===== config.mk =====
export PLATFORM = sky130hd
export DESIGN_NAME = mainmem_backdoor_engine
export DESIGN_NICKNAME = d
export VERILOG_FILES = /design/src/rtl/mainmem_bd_pkg.sv /design/src/rtl/mainmem_bd_rr_arb.sv /design/src/rtl/mainmem_backdoor_engine.sv
export SDC_FILE = /design/constraint.sdc
export NUM_CORES = 1
export LEC_CHECK = 0
export BUFFER_PORTS_ARGS = -buffer_cell sky130_fd_sc_hd__buf_2
export CORE_AREA = 2 2 255 257
export CTS_BUF_LIST = sky130_fd_sc_hd__clkbuf_2 sky130_fd_sc_hd__clkbuf_4 sky130_fd_sc_hd__clkbuf_8
export DETAILED_ROUTE_END_ITERATION = 16
export DIE_AREA = 0 0 257 259
export PLACE_DENSITY = 0.4
export SLEW_MARGIN = 20
export SYNTH_ARGS = -nofsm -noshare
export SYNTH_HDL_FRONTEND = slang
export SYNTH_SLANG_ARGS = --single-unit

===== constraint.sdc =====
create_clock -name clk -period 4.5 [get_ports clk]
set_clock_uncertainty 0.1 [all_clocks]
set_input_delay 0 -clock clk [delete_from_list [all_inputs] [get_ports clk]]
set_output_delay 0 -clock clk [all_outputs]
set_load 0.02 [all_outputs]

===== src/rtl/mainmem_bd_pkg.sv =====
// rtl/mainmem_bd_pkg.sv - shared types and helpers for the main-memory backdoor engine
//
// Contents:
//   bd_op_e        request opcode carried on req_op
//   bd_state_e     engine FSM state encoding
//   bd_byte_off_w  number of byte-offset address bits for a given word width
//   BYTE_OFF_W     byte-offset width for the default 64-bit word

package mainmem_bd_pkg;

   typedef enum logic [1:0] {
      BD_READ        = 2'd0,
      BD_WRITE       = 2'd1,
      BD_FETCH_CLEAR = 2'd2,
      BD_RSVD        = 2'd3
   } bd_op_e;

   typedef enum logic [2:0] {
      ST_IDLE    = 3'd0,
      ST_RD      = 3'd1,
      ST_RD_WAIT = 3'd2,
      ST_CLR     = 3'd3,
      ST_WR      = 3'd4,
      ST_ERR     = 3'd5
   } bd_state_e;

   function automatic int bd_byte_off_w(input int data_w);
      return $clog2(data_w / 8);
   endfunction

   localparam int BYTE_OFF_W = bd_byte_off_w(64);

endpackage


===== src/rtl/mainmem_bd_rr_arb.sv =====
// rtl/mainmem_bd_rr_arb.sv - round-robin arbiter for the backdoor engine requesters
//
// Ports:
//   clk, rst   clock and synchronous active-high reset
//   req        per-channel request vector
//   accept     the current grant is taken this cycle; advances the pointer
//   gnt        one-hot grant (zero when nothing requests)
//   gnt_idx    binary index of the granted channel
//
// The pointer remembers the last accepted channel; the search starts just
// after it and wraps. Reset points it at the last channel so ch0 wins first.

module mainmem_bd_rr_arb #(
   parameter int NUM_CH = 4,
   parameter int IDX_W  = (NUM_CH > 1) ? $clog2(NUM_CH) : 1
) (
   input  logic              clk,
   input  logic              rst,
   input  logic [NUM_CH-1:0] req,
   input  logic              accept,
   output logic [NUM_CH-1:0] gnt,
   output logic [IDX_W-1:0]  gnt_idx
);

   logic [IDX_W-1:0] ptr_q;
   logic [IDX_W-1:0] ptr_d;
   logic             found;
   int               cand;

   always_comb begin
      gnt     = '0;
      gnt_idx = '0;
      found   = 1'b0;
      cand    = 0;
      for (int k = 1; k <= NUM_CH; k++) begin
         cand = (int'(ptr_q) + k) % NUM_CH;
         if (!found && req[cand[IDX_W-1:0]]) begin
            found                 = 1'b1;
            gnt[cand[IDX_W-1:0]]  = 1'b1;
            gnt_idx               = cand[IDX_W-1:0];
         end
      end
      ptr_d = (accept && found) ? gnt_idx : ptr_q;
   end

   always_ff @(posedge clk) begin
      if (rst) begin
         ptr_q <= IDX_W'(NUM_CH - 1);
      end else begin
         ptr_q <= ptr_d;
      end
   end

endmodule


===== src/rtl/mainmem_backdoor_engine.sv =====
// rtl/mainmem_backdoor_engine.sv - multi-channel backdoor access engine for scratchpad memory
//
// Ports:
//   clk, rst                       clock, synchronous active-high reset
//   req_valid/req_ready            per-channel request handshake (ready is a one-cycle accept pulse)
//   req_op/addr/wdata/beats        per-channel request fields, packed channel-major
//   rsp_valid/data/last/err        registered response beats, one-hot to the owning channel
//   mem_req/we/addr/wdata/mask     single memory port; mem_rdata returns one cycle after a read
//   busy                           engine is not idle
//
// Beat flow: READ runs RD -> RD_WAIT per beat, FETCH_CLEAR runs RD -> RD_WAIT -> CLR.
// The beat captured in RD_WAIT is registered, so it appears on rsp in the cycle
// after RD_WAIT (the next RD for READ, the CLR for FETCH_CLEAR).

module mainmem_backdoor_engine
   import mainmem_bd_pkg::*;
#(
   parameter int NUM_CH    = 4,
   parameter int ADDR_W    = 32,
   parameter int DATA_W    = 64,
   parameter int MAX_BEATS = 16,
   parameter int BEAT_W    = $clog2(MAX_BEATS + 1)
) (
   input  logic                     clk,
   input  logic                     rst,
   input  logic [NUM_CH-1:0]        req_valid,
   output logic [NUM_CH-1:0]        req_ready,
   input  logic [2*NUM_CH-1:0]      req_op,
   input  logic [ADDR_W*NUM_CH-1:0] req_addr,
   input  logic [DATA_W*NUM_CH-1:0] req_wdata,
   input  logic [BEAT_W*NUM_CH-1:0] req_beats,
   output logic [NUM_CH-1:0]        rsp_valid,
   output logic [DATA_W-1:0]        rsp_data,
   output logic                     rsp_last,
   output logic                     rsp_err,
   output logic                     mem_req,
   output logic                     mem_we,
   output logic [ADDR_W-1:0]        mem_addr,
   output logic [DATA_W-1:0]        mem_wdata,
   output logic [DATA_W/8-1:0]      mem_mask,
   input  logic [DATA_W-1:0]        mem_rdata,
   output logic                     busy
);

   localparam int                IDX_W      = (NUM_CH > 1) ? $clog2(NUM_CH) : 1;
   localparam int                MASK_W     = DATA_W / 8;
   localparam int                OFF_W      = bd_byte_off_w(DATA_W);
   localparam logic [ADDR_W-1:0] ALIGN_MASK = {ADDR_W{1'b1}} << OFF_W;
   localparam logic [ADDR_W-1:0] BEAT_BYTES = ADDR_W'(MASK_W);

   bd_state_e           state_q, state_d;
   bd_op_e              op_q, op_d;
   logic [NUM_CH-1:0]   ch_oh_q, ch_oh_d;
   logic [ADDR_W-1:0]   cur_addr_q, cur_addr_d;
   logic [DATA_W-1:0]   wdata_q, wdata_d;
   logic [BEAT_W-1:0]   beats_q, beats_d;
   logic [BEAT_W-1:0]   beat_cnt_q, beat_cnt_d;
   logic [NUM_CH-1:0]   rsp_valid_q, rsp_valid_d;
   logic [DATA_W-1:0]   rsp_data_q, rsp_data_d;
   logic                rsp_last_q, rsp_last_d;
   logic                rsp_err_q, rsp_err_d;

   logic [NUM_CH-1:0]   gnt;
   logic [IDX_W-1:0]    gnt_idx;
   logic                accept;
   bd_op_e              op_in;
   logic [BEAT_W-1:0]   beats_in;
   logic                last_beat;

   mainmem_bd_rr_arb #(
      .NUM_CH (NUM_CH),
      .IDX_W  (IDX_W)
   ) u_arb (
      .clk     (clk),
      .rst     (rst),
      .req     (req_valid),
      .accept  (accept),
      .gnt     (gnt),
      .gnt_idx (gnt_idx)
   );

   // Accept only from IDLE; requests arriving while busy wait for the next IDLE cycle.
   assign accept    = (state_q == ST_IDLE) && (|req_valid) && !rst;
   assign req_ready = accept ? gnt : '0;

   always_comb begin
      state_d     = state_q;
      op_d        = op_q;
      ch_oh_d     = ch_oh_q;
      cur_addr_d  = cur_addr_q;
      wdata_d     = wdata_q;
      beats_d     = beats_q;
      beat_cnt_d  = beat_cnt_q;
      rsp_valid_d = '0;
      rsp_data_d  = rsp_data_q;
      rsp_last_d  = 1'b0;
      rsp_err_d   = 1'b0;
      op_in       = bd_op_e'(req_op[gnt_idx*2 +: 2]);
      beats_in    = req_beats[gnt_idx*BEAT_W +: BEAT_W];
      last_beat   = (beat_cnt_q == beats_q - BEAT_W'(1));

      case (state_q)
         ST_IDLE: begin
            if (accept) begin
               op_d       = op_in;
               ch_oh_d    = gnt;
               cur_addr_d = req_addr[gnt_idx*ADDR_W +: ADDR_W] & ALIGN_MASK;
               wdata_d    = req_wdata[gnt_idx*DATA_W +: DATA_W];
               beat_cnt_d = '0;
               // Zero-length bursts mean one beat; oversize bursts saturate.
               if (beats_in == '0) begin
                  beats_d = BEAT_W'(1);
               end else if (beats_in > BEAT_W'(MAX_BEATS)) begin
                  beats_d = BEAT_W'(MAX_BEATS);
               end else begin
                  beats_d = beats_in;
               end
               case (op_in)
                  BD_READ, BD_FETCH_CLEAR: state_d = ST_RD;
                  BD_WRITE:                state_d = ST_WR;
                  default:                 state_d = ST_ERR;
               endcase
            end
         end

         ST_RD: begin
            state_d = ST_RD_WAIT;
         end

         ST_RD_WAIT: begin
            rsp_valid_d = ch_oh_q;
            rsp_data_d  = mem_rdata;
            rsp_last_d  = last_beat;
            if (op_q == BD_FETCH_CLEAR) begin
               state_d = ST_CLR;
            end else if (last_beat) begin
               state_d = ST_IDLE;
            end else begin
               // Next beat's RD overlaps the cycle presenting this beat.
               state_d    = ST_RD;
               beat_cnt_d = beat_cnt_q + BEAT_W'(1);
               cur_addr_d = cur_addr_q + BEAT_BYTES;
            end
         end

         ST_CLR: begin
            if (last_beat) begin
               state_d = ST_IDLE;
            end else begin
               state_d    = ST_RD;
               beat_cnt_d = beat_cnt_q + BEAT_W'(1);
               cur_addr_d = cur_addr_q + BEAT_BYTES;
            end
         end

         ST_WR: begin
            rsp_valid_d = ch_oh_q;
            rsp_data_d  = '0;
            rsp_last_d  = 1'b1;
            state_d     = ST_IDLE;
         end

         ST_ERR: begin
            rsp_valid_d = ch_oh_q;
            rsp_data_d  = '0;
            rsp_last_d  = 1'b1;
            rsp_err_d   = 1'b1;
            state_d     = ST_IDLE;
         end

         default: begin
            state_d = ST_IDLE;
         end
      endcase
   end

   always_ff @(posedge clk) begin
      if (rst) begin
         state_q     <= ST_IDLE;
         op_q        <= BD_READ;
         ch_oh_q     <= '0;
         cur_addr_q  <= '0;
         wdata_q     <= '0;
         beats_q     <= '0;
         beat_cnt_q  <= '0;
         rsp_valid_q <= '0;
         rsp_data_q  <= '0;
         rsp_last_q  <= 1'b0;
         rsp_err_q   <= 1'b0;
      end else begin
         state_q     <= state_d;
         op_q        <= op_d;
         ch_oh_q     <= ch_oh_d;
         cur_addr_q  <= cur_addr_d;
         wdata_q     <= wdata_d;
         beats_q     <= beats_d;
         beat_cnt_q  <= beat_cnt_d;
         rsp_valid_q <= rsp_valid_d;
         rsp_data_q  <= rsp_data_d;
         rsp_last_q  <= rsp_last_d;
         rsp_err_q   <= rsp_err_d;
      end
   end

   assign rsp_valid = rsp_valid_q;
   assign rsp_data  = rsp_data_q;
   assign rsp_last  = rsp_last_q;
   assign rsp_err   = rsp_err_q;

   assign mem_req   = (state_q == ST_RD) || (state_q == ST_CLR) || (state_q == ST_WR);
   assign mem_we    = (state_q == ST_CLR) || (state_q == ST_WR);
   assign mem_addr  = cur_addr_q;
   // CLR writes zero; only WR carries the latched data.
   assign mem_wdata = (state_q == ST_WR) ? wdata_q : '0;
   assign mem_mask  = mem_we ? {MASK_W{1'b1}} : {MASK_W{1'b0}};
   assign busy      = (state_q != ST_IDLE);

endmodule

# [Word level (Yosys, flattened, before mapping)]
# Cells that the tools add are included.
[totals] register_bits=187 in_bits=482 out_inout_bits=181
[classes] n_addsub=7 mul=1 n_lt_le_gt_ge=9 eq_ne=11 shifts=4 n_mux=49 bitwise_logic=4 n_reduce_logical=30
[op_table] op="256-bit by 9-bit indexed part select with 64-bit output" count=1
[op_table] op="64-bit case mux with 2 select lines" count=1
[op_table] op="128-bit by 8-bit indexed part select with 32-bit output" count=1
[op_table] op="32-bit two-way mux" count=3
[op_table] op="32-bit case mux with 3 select lines" count=1
[op_table] op="64-bit two-way mux" count=1
[op_table] op="32-bit by 4-bit adder with 32-bit output, second input constant" count=1
[op_table] op="5-bit two-way mux" count=5
[op_table] op="4-bit two-way mux" count=5
[op_table] op="20-bit by 6-bit indexed part select with 5-bit output" count=1
[op_table] op="5-bit case mux with 3 select lines" count=1
[op_table] op="1-bit two-way mux" count=14
[op_table] op="2-bit by 3-bit less-than comparator with 1-bit output, second input constant" count=4
[op_table] op="4-bit OR" count=3
[op_table] op="3-bit case mux with 4 select lines" count=1
[op_table] op="1-bit logical AND" count=10
[op_table] op="2-bit two-way mux" count=5
[op_table] op="1-bit binary-select mux with 2-bit select" count=4
[op_table] op="1-bit demux with 2-bit select" count=4
[op_table] op="2-bit by 1-bit >= comparator with 1-bit output, second input constant" count=4
[op_table] op="8-bit two-way mux" count=1
[op_table] op="8-bit by 4-bit indexed part select with 2-bit output" count=1
[op_table] op="3-bit by 2-bit equality test with 1-bit output, second input constant" count=2
[op_table] op="3-bit equality test, second input constant" count=2
[op_table] op="other kinds (27)" count=39

# [Longest topological paths before layout]
# Gate-level depths: netlist (run 1).
[logic_depth] ltp_word=19 ltp_mapped=15 ltp_nobuf=10

# [Modules after synthesis]
# Synthesis (run 1) repeated with hierarchy kept, for this count alone.
[unflattened] hier_cells=1175 area_unflattened_um2=11001.8
[modules_own_cells] mod="mainmem_backdoor_engine" n_inst=1 cells_each=1106 area_each_um2=10407.5 seq_area_each_um2=3643.5
[modules_own_cells] mod="mainmem_bd_rr_arb" n_inst=1 cells_each=69 area_each_um2=594.3 seq_area_each_um2=40.0

# [Worst setup path before layout (run 1)]
# No wires, ideal clock.
[synth_path] path_type="reg2reg" from="register u_arb.ptr_q[0]" to="register wdata_q[10]" arrival_ns=3.171 t_required_ns=4.268 setup_slack_ns=1.097 stages_incl_launch_ff=15 n_path_buf=5 period_less_slack_ns=3.403 cell_sequence="dfxtp_1 buf_6 inv_1 ha_1 clkbuf_1 mux4_2 or4_4 a31oi_4 a311o_1 buf_2 buf_2 buf_2 nand3_1 nand3_1 a21oi_1"
[synth_between] elab_chain_cells=14
[synth_lines] item="start: declaration" line_no="mainmem_bd_rr_arb.sv:25" source="logic [IDX_W-1:0] ptr_q;"
[synth_lines] item="start signal: assignment" line_no="mainmem_bd_rr_arb.sv:48" source="ptr_q <= IDX_W'(NUM_CH - 1);"
[synth_lines] item="start signal: assignment" line_no="mainmem_bd_rr_arb.sv:50" source="ptr_q <= ptr_d;"
[synth_lines] item="2-bit by 1-bit adder with 2-bit output" line_no="mainmem_bd_rr_arb.sv:36" source="cand = (int'(ptr_q) + k) % NUM_CH;"
[synth_lines] item="1-bit binary-select mux with 2-bit select" line_no="mainmem_bd_rr_arb.sv:37" source="if (!found && req[cand[IDX_W-1:0]]) begin"
[synth_lines] item="1-bit two-way mux (not written as such)" line_no="mainmem_bd_rr_arb.sv:37"
[synth_lines] item="1-bit two-way mux" line_no="mainmem_bd_rr_arb.sv:37"
[synth_lines] item="1-bit zero test" line_no="mainmem_bd_rr_arb.sv:37"
[synth_lines] item="1-bit logical AND" line_no="mainmem_bd_rr_arb.sv:37"
[synth_lines] item="1-bit two-way mux" line_no="mainmem_bd_rr_arb.sv:37"
[synth_lines] item="1-bit zero test" line_no="mainmem_bd_rr_arb.sv:37"
[synth_lines] item="1-bit logical AND" line_no="mainmem_bd_rr_arb.sv:37"
[synth_lines] item="1-bit two-way mux" line_no="mainmem_bd_rr_arb.sv:37"
[synth_lines] item="1-bit zero test" line_no="mainmem_bd_rr_arb.sv:37"
[synth_lines] item="1-bit logical AND" line_no="mainmem_bd_rr_arb.sv:37"
[synth_lines] item="2-bit two-way mux *" line_no="mainmem_bd_rr_arb.sv:37"
[synth_lines] item="256-bit by 9-bit indexed part select with 64-bit output *" line_no="mainmem_backdoor_engine.sv:108" source="wdata_d = req_wdata[gnt_idx*DATA_W +: DATA_W];"
[synth_lines] item="end signal: assignment" line_no="mainmem_backdoor_engine.sv:195" source="wdata_q <= wdata_d;"
[synth_lines] item="end: declaration" line_no="mainmem_backdoor_engine.sv:55" source="logic [DATA_W-1:0] wdata_q, wdata_d;"
# Every way passes the cells marked *; elsewhere a longest branch is shown, timed or not. The select of a mux whose other input is x is not followed.
# A chain may end at the register's enable or synchronous reset.

# [Worst setup path after layout (run 1)]
[layout_path] from="register u_arb.ptr_q[1]" to="register wdata_q[4]"
# Same word-level chain as after synthesis.

==> flow_summary_export.csv, run 1 <==
group,metric,value,unit
global_route,grt_first_pass_wirelength,86.9,mm
floorplan,core,63900,um^2
power_and_ir_drop,p_leak,0.00939,uW
routing,drt_wl_total,57.3,mm
critical_path,cp_slowest_cell,"dlygate4sd3_1",
cells_and_area,areaGrowthSynthToFinish,87.6,%
clocking,clock-sinks,184,
power_and_ir_drop,ir_drop,0.550,mV
clocking,cts.path.max_buffers,2,
timing,relSlewSlack,26.0,%
worst_hold_path,hp-class,"in2reg",
placement,port_buffers,647,
worst_hold_path,hold_start,"req_wdata[56]",
logic_synthesis,synth_edf_count,0,
logic_synthesis,synthFlopType,"dfxtp_1",
placement,postPlaceCellArea,15000,um^2
critical_path,crit_buf_inv,3,
timing,setup-tns-final,0,ps
worst_hold_path,whs_endpoint,"wdata_q[56]",
routing,viasPerCell,4.42,
flow_run,drv_cap,0,
routing,drc,0,
routing,wire_per_inst,16.0,um
logic_synthesis,synth_seq_cells,184,
logic_synthesis,syn_avg_cell_area,6.72,um^2
placement,gp_congestion,0.883,
routing,firstDrtPassIters,7,
timing,finalSetupViolCount,0,
logic_synthesis,synth_cells,1641,
worst_hold_path,min_path_cells,6,
cells_and_area,layout.nets,3205,
clocking,cts_tree,"yes",
critical_path,critPathTopFamily,"buffers and inverters",
clocking,post_cts_buffers,0,
timing,rsz0062_at_grt,"no",
logic_synthesis,async_reset_ff_share,0,%
outcome,outcome,"finished, final reports clean",
critical_path,regToRegSetupSlack,330,ps
logic_synthesis,syn_area,11000,um^2
critical_path,critPathArrivalTime,4510,ps
global_route,overflow,0,
timing,drv_slew,0,
timing,tightest_slew,1110,ps
routing,vias,15800,
power_and_ir_drop,power_per_cell_area,648,nW/um^2
clocking,cts_buffers,17,
global_route,grt_max_degree,119,
critical_path,critPathMaxStageDelay,620,ps
critical_path,crit_top_cell,"nand3_1",
critical_path,r2r-start,"u_arb.ptr_q[1]",
clocking,htree_num_levels,4,
routing,final_antenna_net_count,0,
clocking,clkLatencyLatePin,570,ps
floorplan,die_x,257,um
critical_path,crit_chain,"inv_1, ha_2, mux4_2, or4_4, a31oi_4, a311o_2, buf_12, nand3_1, dlygate4sd3_1, nand3_1, a21oi_1",
critical_path,crit_fanout,72,
floorplan,row_count,93,
logic_synthesis,synth_cell_types,60,
critical_path,crit_type,"reg2reg",
floorplan,die_area,66600,um^2
floorplan,die_y,259,um
critical_path,critPathCaptureType,"flip-flop",
cells_and_area,fin_area,20700,um^2
clocking,path_clk_slew,120,ps
cells_and_area,multi_input_area,6690,um^2
cells_and_area,drive_gt1_share,26.7,%
floorplan,io_pins,663,
global_route,grt_antenna_before_repair,4,
global_route,track_usage,16.5,%
cells_and_area,ff_latch_area,3680,um^2
timing,hold_viol,0,
timing,period_minus_slack,4170,ps
critical_path,startpoint_type,"flip-flop",
timing,fmax,240,MHz
floorplan,start_util,17.3,%
clocking,cts_root_buffer,"clkbuf_8",
global_route,grt_pass1_vias,15900,
routing,drtIter0Drc,770,
critical_path,required,4840,ps
logic_synthesis,yosysSeqAreaShare,33.4,%
timing,fin_crit_sh,92.8,%
logic_synthesis,yosys_warnings,0,
critical_path,rr_endpoint,"wdata_q[4]",
placement,hpwlAfterDp,39.6,mm
critical_path,reg2reg_depth,11,
cells_and_area,nFillCells,6808,
## where the power goes
group | internal (uW) | switching, uW
combinational | 4450 | 5200
clock | 478 | 761
sequential | 2120 | 385
total | 7050 | 6350
## synthesized netlist by cell type (all sizes together) (12+ instances only)
master,number,share of area [%]
nor2,101,3.5
o21ai,22,1.0
nor3,23,1.0
mux2i,19,1.8
a21oi,117,5.3
dfxtp,184,33
and2,65,3.7
a22oi,69,4.7
nand2,475,16
clkbuf,73,2.5
buf,78,3.8
nand3,284,13
nor3b,12,0.82
## worst register-to-register path: stages, from the launching register on
cell and delay [ps]:
dfxtp_2 460, inv_1 190, ha_2 480, mux4_2 480, or4_4 570, a31oi_4 190
a311o_2 210, buf_12 260, nand3_1 300, dlygate4sd3_1 620, nand3_1 120, a21oi_1 70
## sequential cells by signal, summed over array words and instances, names as in the netlist, 2 cells and up
register / flops
beat_cnt_q: 5
beats_q: 5
ch_oh_q: 4
mem_addr: 29
op_q: 2
rsp_data: 64
rsp_valid: 4
state_q: 3
u_arb.ptr_q: 2
wdata_q: 64
## cell type report
type / instances / share of cell area (%)
Antenna cell: 2 / 0.0242
Inverter: 6 / 0.109
Clock buffer: 19 / 1.20
Multi-Input combinational cell: 1302 / 32.3
Timing Repair Buffer: 1201 / 42.6
Sequential cell: 184 / 17.8
Tap cell: 855 / 5.17
Clock inverter: 13 / 0.744
## per-layer routing
layer / track usage (%) / up-vias / part of all wire (%)
met5: 0 / - / 0.023
met4: 6.46 / 2 / 3.3
met3: 3.61 / 106 / 4.8
met2: 30.2 / 516 / 51
met1: 18.6 / 7499 / 41
li1: - / 7711 / -
## cell families (layout without fill, tap and decap cells)
kind of cell | after synthesis | in the layout | share of synthesized area [%]
AOI/OAI and AO/OA | 245 | 245 | 13.9
xor gates and xnor gates | 15 | 15 | 1.19
adders and majority gates | 11 | 11 | 1.25
buffers and inverters | 157 | 1239 | 6.46
DFF | 184 | 184 | 33.4
muxes | 28 | 28 | 3.20
other | 1 | 5 | 0.0340
and+or+nand+nor | 1000 | 1000 | 40.6
## worst max-delay path by stage
stage / from / cells past startpoint / to
final: u_arb.ptr_q[1] / 11 / wdata_q[4]
after CTS: u_arb.ptr_q[1] / 11 / mem_addr[23]
after global placement: u_arb.ptr_q[1] / 11 / mem_addr[15]
after floorplan: u_arb.ptr_q[0] / 14 / wdata_q[10]
after detailed placement: u_arb.ptr_q[1] / 11 / mem_addr[15]
after global routing: u_arb.ptr_q[1] / 12 / mem_addr[25]
## per-stage QoR
stage | std cells | power (uW) | util (%) | hold slack (ps) | setup WS (ps)
3_3_place_gp | 3017 | 9600 | 23.4 | 150 | 628
2_1_floorplan | 1643 | 7380 | - | 62.6 | 1100
6_report | 3582 | 13400 | 32.4 | 259 | 326
5_1_grt | 3582 | 14500 | 32.4 | 226 | 54.5
4_1_cts | 3580 | 13400 | 32.4 | 167 | 61.8
3_5_place_dp | 3017 | 9660 | 23.4 | 155 | 545
## layout by cell type, fill, tap and decap left out, types with 17 or more instances in the layout
cell / Yosys / routed
clkbuf_8: 0 / 17
nor3_1: 23 / 22
nor2_1: 100 / 98
a22oi_1: 69 / 69
o21ai_0: 21 / 21
nand3_1: 284 / 284
buf_2: 51 / 646
and2_1: 65 / 65
a21oi_1: 117 / 117
nand2_1: 475 / 475
dfxtp_1: 184 / 183
dlygate4sd3_1: 0 / 531
mux2i_1: 18 / 18
## repair_timing
item                                   CTS  global route
hold buffers                           531             0
resized for setup                        0             2
setup endpoints to repair                0            96
endpoints found under the hold margin  178             0
Power figures use the tool's default switching activity.
==> run 2: changes to the inputs <==
- PLACE_DENSITY: 0.4 -> 0.41
- clock period: 4.5 -> 3.78 ns (I/O delays scaled with it)
==> run 2 against run 1 <==
Sequential share of layout area about the same. Via count up 1.2%. Critical endpoint is now mem_addr[21]. Non-clock buffer count down 12.
==> flow_summary_export.csv, run 2 (synthesis results as in run 1) <==
group,metric,value,unit
clocking,cts_root_buffer,"clkbuf_8",
placement,gp_congestion,0.884,
cells_and_area,layout.nets,3193,
timing,tightest_slew,913,ps
routing,drt_wl_total,59.6,mm
timing,finalSetupViolCount,0,
critical_path,critPathCaptureType,"flip-flop",
floorplan,die_y,259,um
timing,drv_slew,0,
timing,hold_viol,0,
critical_path,critPathArrivalTime,3990,ps
global_route,grt_first_pass_wirelength,87.0,mm
critical_path,cp_slowest_cell,"dlygate4sd3_1",
cells_and_area,drive_gt1_share,27.4,%
global_route,grt_pass1_vias,15900,
flow_run,drv_cap,0,
routing,viasPerCell,4.49,
floorplan,io_pins,663,
floorplan,die_x,257,um
critical_path,rr_endpoint,"mem_addr[21]",
clocking,clkLatencyLatePin,570,ps
global_route,track_usage,16.6,%
outcome,outcome,"finished, final reports clean",
routing,drc,0,
cells_and_area,mostFrequentLayoutCells,"buf_2, dlygate4sd3_1, nand2_1, nand3_1, dfxtp_1",
cells_and_area,fin_cells,3573,
critical_path,required,4090,ps
critical_path,crit_type,"reg2reg",
critical_path,crit_fanout,38,
clocking,path_clk_slew,110,ps
routing,final_antenna_net_count,0,
clocking,cts_buffers,17,
timing,fmax,272,MHz
placement,hpwlAfterDp,40.2,mm
routing,drtIter0Drc,1010,
critical_path,critPathMaxStageDelay,590,ps
timing,period_minus_slack,3680,ps
critical_path,reg2reg_depth,12,
critical_path,crit_chain,"inv_1, ha_4, mux4_2, or4_4, a31oi_4, a311o_2, buf_4, clkbuf_16, nand3_1, dlygate4sd3_1, a21oi_1, a211oi_1",
worst_hold_path,hp-class,"in2reg",
critical_path,startpoint_type,"flip-flop",
cells_and_area,fin_area,20700,um^2
clocking,cts.path.max_buffers,2,
placement,postPlaceCellArea,15100,um^2
placement,port_buffers,647,
cells_and_area,areaGrowthSynthToFinish,87.4,%
global_route,grt_max_degree,90,
critical_path,r2r-start,"u_arb.ptr_q[0]",
power_and_ir_drop,p_leak,0.00933,uW
routing,vias,16000,
clocking,cts_tree,"yes",
floorplan,row_count,93,
global_route,grt_antenna_before_repair,12,
floorplan,core,63900,um^2
floorplan,die_area,66600,um^2
critical_path,regToRegSetupSlack,100,ps
cells_and_area,final_core_util,32.4,%
power_and_ir_drop,ir_drop,0.691,mV
timing,relSlewSlack,39.1,%
critical_path,critPathCapture,"mem_addr[21]",
clocking,clock-sinks,184,
clocking,htree_num_levels,4,
cells_and_area,final_common_cell,"buf_2",
floorplan,start_util,17.3,%
critical_path,cp-startpoint,"u_arb.ptr_q[0]",
routing,wire_per_inst,16.7,um
timing,fin_crit_sh,97.3,%
timing,layout_setup_ws,103,ps
routing,firstDrtPassIters,5,
placement,dpl.cell_count,3022,
timing,rsz0062_at_grt,"yes",
placement,pre_cts_ws,456,ps
power_and_ir_drop,power_per_cell_area,801,nW/um^2
global_route,overflow,0,
==> run 2: through the flow <==
step	power, uW	TNS (ps)	hold slack, ps
floorplan	8790	0	62.6
global placement	11700	0	150
detailed placement	11800	0	156
CTS	16000	0	24.7
global route	17900	-117	72.6
finish	16600	0	112
==> run 2: worst min-delay path by stage <==
stage	start	end	slack, ps	cells after the start
finish	mem_rdata[21]	rsp_data[21]	110	4
global route	mem_rdata[18]	rsp_data[18]	70	4
CTS	mem_rdata[22]	rsp_data[22]	20	4
detailed placement	mem_rdata[22]	rsp_data[22]	160	3
global placement	mem_rdata[58]	rsp_data[58]	150	3
floorplan	mem_rdata[0]	rsp_data[0]	60	2
==> run 2: repair_timing <==
| item | 4_1_cts | 5_1_grt |
|---|---|---|
| endpoints found under the hold margin | 177 | 1 |
| hold buffers | 504 | 1 |
| setup buffers | 0 | 6 |
| resized for setup | 0 | 11 |
| endpoints found under the setup margin | 0 | 94 |
==> run 2: where the power goes <==
group          switching (uW)  internal, uW
clock network             863           535
registers                 449          2530
logic                    6550          5640
==> run 2: layout make-up <==
cell class	instances	area, um^2
diodes	7	17.5
multi-input cells	1302	6710
well taps	855	1070
flip-flops and latches	184	3680
fillers	6834	43200
repair buffers	1189	8810
clock buffers	17	234
inverters	6	22.5
clock inverters	13	135
==> run 2: per-layer routing <==
layer | track usage, % | vias to the layer above | wire length (um)
met2 | 29.2 | 644 | 29500
li1 | - | 7701 | -
met5 | 0 | - | 64
met4 | 8.32 | 10 | 2600
met3 | 4.01 | 142 | 3560
met1 | 18.6 | 7532 | 23900
==> run 2: worst max-delay path: cells and delay by family (launching register included) <==
| kind | cells | cell delay [ps] |
|---|---|---|
| simple gates | 2 | 650 |
| mux | 1 | 340 |
| compound gates | 4 | 630 |
| flops | 1 | 350 |
| buf+inv | 4 | 1090 |
| fa+ha+maj | 1 | 320 |
